**config.mk**
```make
export PLATFORM = sky130hd
export DESIGN_NAME = cache_line_ctrl
export DESIGN_NICKNAME = d
export VERILOG_FILES = /design/src/rtl/cache_line_ctrl.sv
export SDC_FILE = /design/constraint.sdc
export NUM_CORES = 2
export LEC_CHECK = 0
export ABC_CLOCK_PERIOD_IN_PS = 23500
export CELL_PAD_IN_SITES_DETAIL_PLACEMENT = 0
export CELL_PAD_IN_SITES_GLOBAL_PLACEMENT = 2
export CORE_MARGIN = 10
export CORE_UTILIZATION = 25
export CTS_BUF_LIST = sky130_fd_sc_hd__clkbuf_8
export CTS_CLUSTER_DIAMETER = 100
export DETAILED_ROUTE_END_ITERATION = 8
export HOLD_SLACK_MARGIN = 0.15
export PLACE_DENSITY_LB_ADDON = 0.1
export SLEW_MARGIN = 20
export SYNTH_ARGS = -nofsm -noshare
export SYNTH_HDL_FRONTEND = slang
export SYNTH_SLANG_ARGS = --single-unit
```
**constraint.sdc**
```tcl
create_clock -name clk -period 23.5 [get_ports clk]
set_input_delay 3.525 -clock clk [delete_from_list [all_inputs] [get_ports clk]]
set_output_delay 3.525 -clock clk [all_outputs]
set_load 0.05 [all_outputs]
```
**src/rtl/cache_line_ctrl.sv**
```systemverilog
// cache_line_ctrl: lookup, line-fill and write-through sequencer for a direct-mapped 256 x 16-byte cache.
// Define CACHE_STATS_EN to add the hit_count/miss_count outputs.
module cache_line_ctrl #(
   parameter int FILL_BURST = 4,
   parameter int ADDR_W     = 32
) (
   input  logic              clk,
   input  logic              rst,
   input  logic [ADDR_W-1:0] req_address,
   input  logic              req_read,
   input  logic              req_write,
   input  logic [31:0]       req_writedata,
   input  logic [3:0]        req_byteenable,
   output logic              req_done,
   output logic [127:0]      req_readdata,
   input  logic              invalidate_all,
   output logic [ADDR_W-1:0] ram_address,
   output logic              ram_read_do,
   input  logic [147:0]      ram_q,
   output logic              ram_write_do,
   output logic [127:0]      ram_data,
   output logic [ADDR_W-1:0] mem_address,
   output logic              mem_read,
   output logic              mem_write,
   output logic [2:0]        mem_burstcount,
   output logic [31:0]       mem_writedata,
   output logic [3:0]        mem_byteenable,
   input  logic              mem_waitrequest,
   input  logic              mem_readdatavalid,
   input  logic [31:0]       mem_readdata
`ifdef CACHE_STATS_EN
   ,
   output logic [31:0]       hit_count,
   output logic [31:0]       miss_count
`endif
);
   typedef enum logic [2:0] {IDLE, LOOKUP, FILL_REQ, FILL_DATA, FILL_WRITE, WRITE_MEM} state_t;
   state_t state_q, state_d;
   logic [255:0] valid_q, valid_d;
   logic flush_q, flush_d;
   logic [1:0] cnt_q, cnt_d;
   logic [127:0] line_q, line_d;
   logic req_done_q, req_done_d;
   logic [127:0] rdata_q, rdata_d;
   logic ram_write_do_q, ram_write_do_d;
   logic mem_read_q, mem_read_d;
   logic mem_write_q, mem_write_d;
   logic [ADDR_W-1:0] mem_address_q, mem_address_d;
   logic [2:0] burst_q, burst_d;
   logic [31:0] wdata_q, wdata_d;
   logic [3:0] be_q, be_d;
   logic [31:0] hits_q, hits_d, misses_q, misses_d;
   logic [7:0] idx;
   logic hit, idle_go;
   assign idx = req_address[11:4];
   assign hit = valid_q[idx] && ram_q[147:128] == req_address[ADDR_W-1:12];
   // The cycle that shows req_done must not re-accept the still-held request.
   assign idle_go = state_q == IDLE && !flush_q && !invalidate_all && !req_done_q;
   // The RAM strobe is combinational so its registered q lands in LOOKUP.
   assign ram_read_do = !rst && idle_go && !req_write && req_read;
   assign ram_address = (ram_read_do || ram_write_do_q) ? req_address : '0;
   assign ram_write_do = ram_write_do_q;
   assign ram_data = line_q;
   assign req_done = req_done_q;
   assign req_readdata = rdata_q;
   assign mem_address = mem_address_q;
   assign mem_read = mem_read_q;
   assign mem_write = mem_write_q;
   assign mem_burstcount = burst_q;
   assign mem_writedata = wdata_q;
   assign mem_byteenable = be_q;
`ifdef CACHE_STATS_EN
   assign hit_count = hits_q;
   assign miss_count = misses_q;
`endif
   always_comb begin
      state_d = state_q;
      valid_d = valid_q;
      flush_d = flush_q || (invalidate_all && state_q != IDLE);
      cnt_d = cnt_q;
      line_d = line_q;
      req_done_d = 1'b0;
      rdata_d = rdata_q;
      ram_write_do_d = 1'b0;
      mem_read_d = mem_read_q;
      mem_write_d = mem_write_q;
      mem_address_d = mem_address_q;
      burst_d = burst_q;
      wdata_d = wdata_q;
      be_d = be_q;
      hits_d = hits_q;
      misses_d = misses_q;
      unique case (state_q)
         IDLE: begin
            if (flush_q || invalidate_all) begin
               valid_d = '0;
               flush_d = 1'b0;
            end else if (!req_done_q && req_write) begin
               state_d = WRITE_MEM;
               mem_write_d = 1'b1;
               burst_d = 3'd1;
               mem_address_d = {req_address[ADDR_W-1:2], 2'b00};
               wdata_d = req_writedata;
               be_d = req_byteenable;
            end else if (!req_done_q && req_read) begin
               state_d = LOOKUP;
            end
         end
         LOOKUP: begin
            if (hit) begin
               state_d = IDLE;
               req_done_d = 1'b1;
               rdata_d = ram_q[127:0];
               hits_d = hits_q + 32'd1;
            end else begin
               state_d = FILL_REQ;
               mem_read_d = 1'b1;
               burst_d = 3'(FILL_BURST);
               mem_address_d = {req_address[ADDR_W-1:4], 4'h0};
               misses_d = misses_q + 32'd1;
            end
         end
         FILL_REQ: begin
            if (!mem_waitrequest) begin
               state_d = FILL_DATA;
               mem_read_d = 1'b0;
               cnt_d = 2'd0;
            end
         end
         FILL_DATA: begin
            if (mem_readdatavalid) begin
               line_d[{cnt_q, 5'd0} +: 32] = mem_readdata;
               cnt_d = cnt_q + 2'd1;
               if (cnt_q == 2'(FILL_BURST - 1)) begin
                  state_d = FILL_WRITE;
                  ram_write_do_d = 1'b1;
                  req_done_d = 1'b1;
                  rdata_d = line_d;
               end
            end
         end
         FILL_WRITE: begin
            valid_d[idx] = 1'b1;
            state_d = IDLE;
         end
         WRITE_MEM: begin
            if (!mem_waitrequest) begin
               mem_write_d = 1'b0;
               valid_d[idx] = 1'b0;
               req_done_d = 1'b1;
               state_d = IDLE;
            end
         end
         default: state_d = IDLE;
      endcase
   end
   always_ff @(posedge clk or posedge rst) begin
      if (rst) begin
         state_q <= IDLE;
         valid_q <= '0;
         flush_q <= 1'b0;
         cnt_q <= '0;
         line_q <= '0;
         req_done_q <= 1'b0;
         rdata_q <= '0;
         ram_write_do_q <= 1'b0;
         mem_read_q <= 1'b0;
         mem_write_q <= 1'b0;
         mem_address_q <= '0;
         burst_q <= '0;
         wdata_q <= '0;
         be_q <= '0;
         hits_q <= '0;
         misses_q <= '0;
      end else begin
         state_q <= state_d;
         valid_q <= valid_d;
         flush_q <= flush_d;
         cnt_q <= cnt_d;
         line_q <= line_d;
         req_done_q <= req_done_d;
         rdata_q <= rdata_d;
         ram_write_do_q <= ram_write_do_d;
         mem_read_q <= mem_read_d;
         mem_write_q <= mem_write_d;
         mem_address_q <= mem_address_d;
         burst_q <= burst_d;
         wdata_q <= wdata_d;
         be_q <= be_d;
         hits_q <= hits_d;
         misses_q <= misses_d;
      end
   end
endmodule
```
# Yosys cells after proc, flatten, opt, wreduce, memory -nomap -nowiden

Cells that the tools add are included.

Output and inout bits: 364
Word-level logic and storage cells: 124
Input port bits: 255
Flip-flop bits (word level): 593

Eq/ne operators: 17
Magnitude comparators: 2
Mux-type cells: 47
Shifts and indexed selects: 2
Bitwise operators: 4
Reduce and logical (&&, ||, !) cells: 36
Add/sub/neg operators: 2

Operators with widths:

| cell                     | number |
|---|---|
| $pmux 256 s3             | 1 |
| $mux 256                 | 2 |
| $mux 128                 | 3 |
| $and 256x256->256        | 1 |
| $not 256->256            | 1 |
| $or 256x256->256         | 1 |
| $pmux 128 s2             | 1 |
| $bwmux 128               | 1 |
| $mux 32                  | 4 |
| $shift 32x9->128 const A | 1 |
| $shiftx 32x9->128        | 1 |
| $pmux 32 s2              | 1 |
| $mux 3                   | 10 |
| $eq 20x20->1             | 1 |
| $pmux 3 s5               | 1 |
| $ne 2x2->1 const B       | 7 |
| $mux 1                   | 13 |
| $reduce_and 3->1         | 4 |
| $reduce_and 4->1         | 3 |
| $logic_and 1x1->1        | 11 |
| $reduce_bool 2->1        | 5 |
| $lt 8x9->1 const B       | 1 |
| $neg 7->9                | 1 |
| $bmux 1 s8               | 1 |
| other kinds (21)         | 34 |

# Depth between registers and ports, before layout

Depth in word-level cells: 9
Mapped depth: 14
Mapped depth without buffers: 8

# Least setup slack after synthesis

Ideal clock, no wire load.

Path type: input to output
Start point: in invalidate_all
End point: out ram_address[12]
Arrival time: 5.486 ns
Path slack: 14.489 ns
Path buffers: 1
Stages on the path: 5
Data required time: 19.975 ns
Path through: nor3_1 > and4_1 > nor2_1 > clkbuf_1 > nor2b_1

Cells in the longest elaborated chain, start to end: 8

RTL lines:

| element                         | RTL line | text |
|---|---|---|
| start, declared                 | 16       | `input logic invalidate_all,` |
| $logic_not 1->1                 | 58       | `assign idle_go = state_q == IDLE && !flush_q && !invalidate_all && !req_done_q;` |
| $logic_and 1x1->1 (2 in series) | 58       |  |
| $logic_and 1x1->1 (3 in series) | 60       | `assign ram_read_do = !rst && idle_go && !req_write && req_read;` |
| via ram_read_do                 | 18       | `output logic ram_read_do,` |
| $logic_or 1x1->1                | 61       | `assign ram_address = (ram_read_do \|\| ram_write_do_q) ? req_address : '0;` |
| $mux 32                         | 61       |  |
| end, declared                   | 17       | `output logic [ADDR_W-1:0] ram_address,` |

The timed path passes the listed nets, and every way through them passes these cells.

# Worst setup path after layout

Start point: in invalidate_all
End point: out ram_address[13]

Cells in the longest elaborated chain, start to end: 8

RTL lines:

| element                         | RTL line |
|---|---|
| $logic_not 1->1                 | 58 |
| $logic_and 1x1->1 (2 in series) | 58 |
| $logic_and 1x1->1 (3 in series) | 60 |
| $logic_or 1x1->1                | 61 |
| $mux 32                         | 61 |

Every way passes these cells.

==> results.cfg <==
[status]
status = complete, no violations

[synthesis]
syn-cell-area_um2 = 29740
ys.flop_type = dfrtp_1
synth_top_area_share_pct = 49.65
synth.avg_cell_area_um2 = 10.24
ys_seq_area_share_pct = 49.65
ys_types = 63
synth_common_cells = dfrtp_1 (590), o21ai_0 (523), a21oi_1 (519)
synth-edff-count = 0
async_flop_share_pct = 100.0
yosysMostFrequentCell = dfrtp_1
synth_seq_cells = 590
synthCells = 2903
synth_warnings = 0
synth_top_cell_by_area = dfrtp_1
ys_top_cells_by_area = dfrtp_1 (50%), o21ai_0 (8.8%), a21oi_1 (8.7%)

[clocking]
clk_pin_slew_ns = 0.06
post_cts_resize_count = 0
numCtsBuffers = 119
cts_tree = done
cts_hold_buf = 0
htree_levels = 3
clock-root-buffer = clkbuf_8
post_cts_buffers = 0
insertion_delay_ns = 0.81
cts_sinks = 590
clockBufferDepth = 3

[critical_path]
crit_fanout = 32
critPathCaptureType = output port
critPathKind = input pin to output port
max_stage_delay_ns = 0.82
arrival_ns = 6.03
critPathRequiredTime_ns = 19.98
crit_top_cell = clkdlybuf4s50_1
critPathLaunchType = input pin
slowest_stage = clkdlybuf4s50_1
path_cells = clkdlybuf4s50_1 -> nor3_1 -> and4_1 -> nor2_2 -> buf_4 -> nor2b_1 -> clkdlybuf4s50_1

[sta]
rsz0062_at_grt = no
period_share_pct = 40.65
fin_setup_tns_ns = 0
clock.fmax_mhz = 104.7
fin_crit_ns = 9.553
setup-violations-final = 0
tightest_slew_ns = 1.126
relSlewSlack_pct = 24.77
fin_hold_ws_ns = 0.4879
fin_ws_ns = 13.95
timing_hold_violations_final = 0
finClkSkew_ns = 0.05427
slew_violations = 0

[run]
max_cap_violations = 0

[pwr]
p_sw_uw = 1706
leakagePower_uw = 0.01701
pwr-share-clk_pct = 28.4
irDropWorstVdd_mv = 0.06968
swShare_pct = 42.37
p_per_area_nw_per_um2 = 101.1
p_comb_share_pct = 40.4
p_int_uw = 2320
p_seq_share_pct = 31.2

[floorplanning]
die_y_um = 364.9
fp.dieW_um = 364.9
fp.dieArea_um2 = 133100
initial_core_util_pct = 25.18
num_rows = 126
ios = 619
core_area_um2 = 118100

[global_route]
grt_max_degree = 175
grt_overflow = 0
grt_util_all_layers_pct = 20.59
grt_pass1_vias = 26970
antenna_found_initial = 16
grt_pass1_wl_um = 204700

[cells_and_area]
fillCellCount = 11962
synthToLayoutAreaGrowth_pct = 33.96
layout.cell_area.non_filler_um2 = 39840
final_util_pct = 33.74
nets = 3674
drive_above_1_share_pct = 15.53

[drt]
routedWlPerCell_um = 28.38
dr_total_vias = 26404
drt_iter0_markers = 1957
via_per_inst = 5.217
detailedRoute.firstPassIterationCount = 5
route.detailed.drc = 0
wl_um = 143700
ant_nets = 0

[place]
gp_congestion = 0.7908
place_hpwl_um = 97200
dpl_cell_area_um2 = 37150
pre_cts_ws_ns = 13.95
portBuffers = 615

[worst_hold_path]
holdCritPathClass = register to register
[power groups by stage]
stage	combinational, uW	sequential (uW)	clock (uW)
global route	1720	1280	1230
floorplan	582	1710	0
finish	1630	1260	1140
CTS	1640	1260	1180
global placement	1630	1270	0
detailed placement	1640	1270	0
[per-layer routing]
| metal | wire length (um) | global-route usage, % |
|---|---|---|
| met1 | 59600 | 26.22 |
| met2 | 69130 | 34.11 |
| met3 | 10230 | 4.784 |
| met4 | 4668 | 6.926 |
| met5 | 25 | 0 |
[through the flow]
step           power (uW)  std cells
6_report             4026       5061
5_1_grt              4223       5060
4_1_cts              4083       5049
3_5_place_dp         2912       4825
3_3_place_gp         2901       4824
2_1_floorplan        2287       2905
[critical path: cells and delay by family]
kind / cells / cell delay, ns
buffers and inverters: 3 / 1.52
and+or+nand+nor: 4 / 0.95
[layout by cell type, fill, tap and decap left out, types with 66 or more instances in the layout]
| master | instances |
|---|---|
| mux2_2 | 80 |
| clkdlybuf4s50_1 | 612 |
| dfrtp_1 | 590 |
| nor2_1 | 158 |
| o21ai_0 | 523 |
| buf_4 | 66 |
| clkbuf_8 | 163 |
| mux2_4 | 120 |
| nor2b_1 | 168 |
| a21oi_1 | 519 |
| a22o_1 | 134 |
[flip-flops by register name (all words and copies together), names as in the netlist]
| name | count |
|---|---|
| mem_burstcount | 2 |
| mem_writedata | 32 |
| valid_q | 256 |
| cnt_q | 2 |
| mem_address | 30 |
| mem_byteenable | 4 |
| ram_write_do | 1 |
| req_readdata | 128 |
| state_q | 3 |
| mem_write | 1 |
| ram_data | 128 |
| mem_read | 1 |
| flush_q | 1 |
| req_done | 1 |
[area by class of cell]
class | count | area [um^2] | share of cell area [%]
diodes | 9 | 22.52 | 0.05653
clock buffers | 163 | 2243 | 5.631
clock inverters | 61 | 345.3 | 0.8669
inverters | 10 | 45.04 | 0.1131
multi-input cells | 2004 | 13720 | 34.43
flip-flops and latches | 590 | 14760 | 37.06
well taps | 1536 | 1922 | 4.824
repair buffers | 688 | 6778 | 17.01
[cells by family (layout without fill, tap and decap cells)]
kind of cell               after synthesis  count (layout)  share of synthesized area [%]
xor gates and xnor gates                20              20                         0.5890
and+or+nand+nor                        475             475                          7.952
AOI/OAI and AO/OA                     1224            1224                          22.72
buffers and inverters                  311             922                          4.851
other                                    1              12                        0.01261
DFF                                    590             590                          49.65
adders and majority gates                6               6                         0.2524
muxes                                  276             276                          13.97
[final timing paths]
path	from	to	slack, ns	depth (start not counted)
worst max-delay path	invalidate_all	ram_address[13]	13.95	7
worst min-delay path	mem_burstcount[2]	mem_burstcount[2]	0.49	2
worst max register to register	state_q[0]	req_readdata[60]	18.59	9
worst min register to register	mem_burstcount[2]	mem_burstcount[2]	0.49	2
max in group asynchronous	rst	valid_q[98]	18.05	5
min in group asynchronous	rst	mem_address[6]	3.31	2
Power figures use the tool's default switching activity.
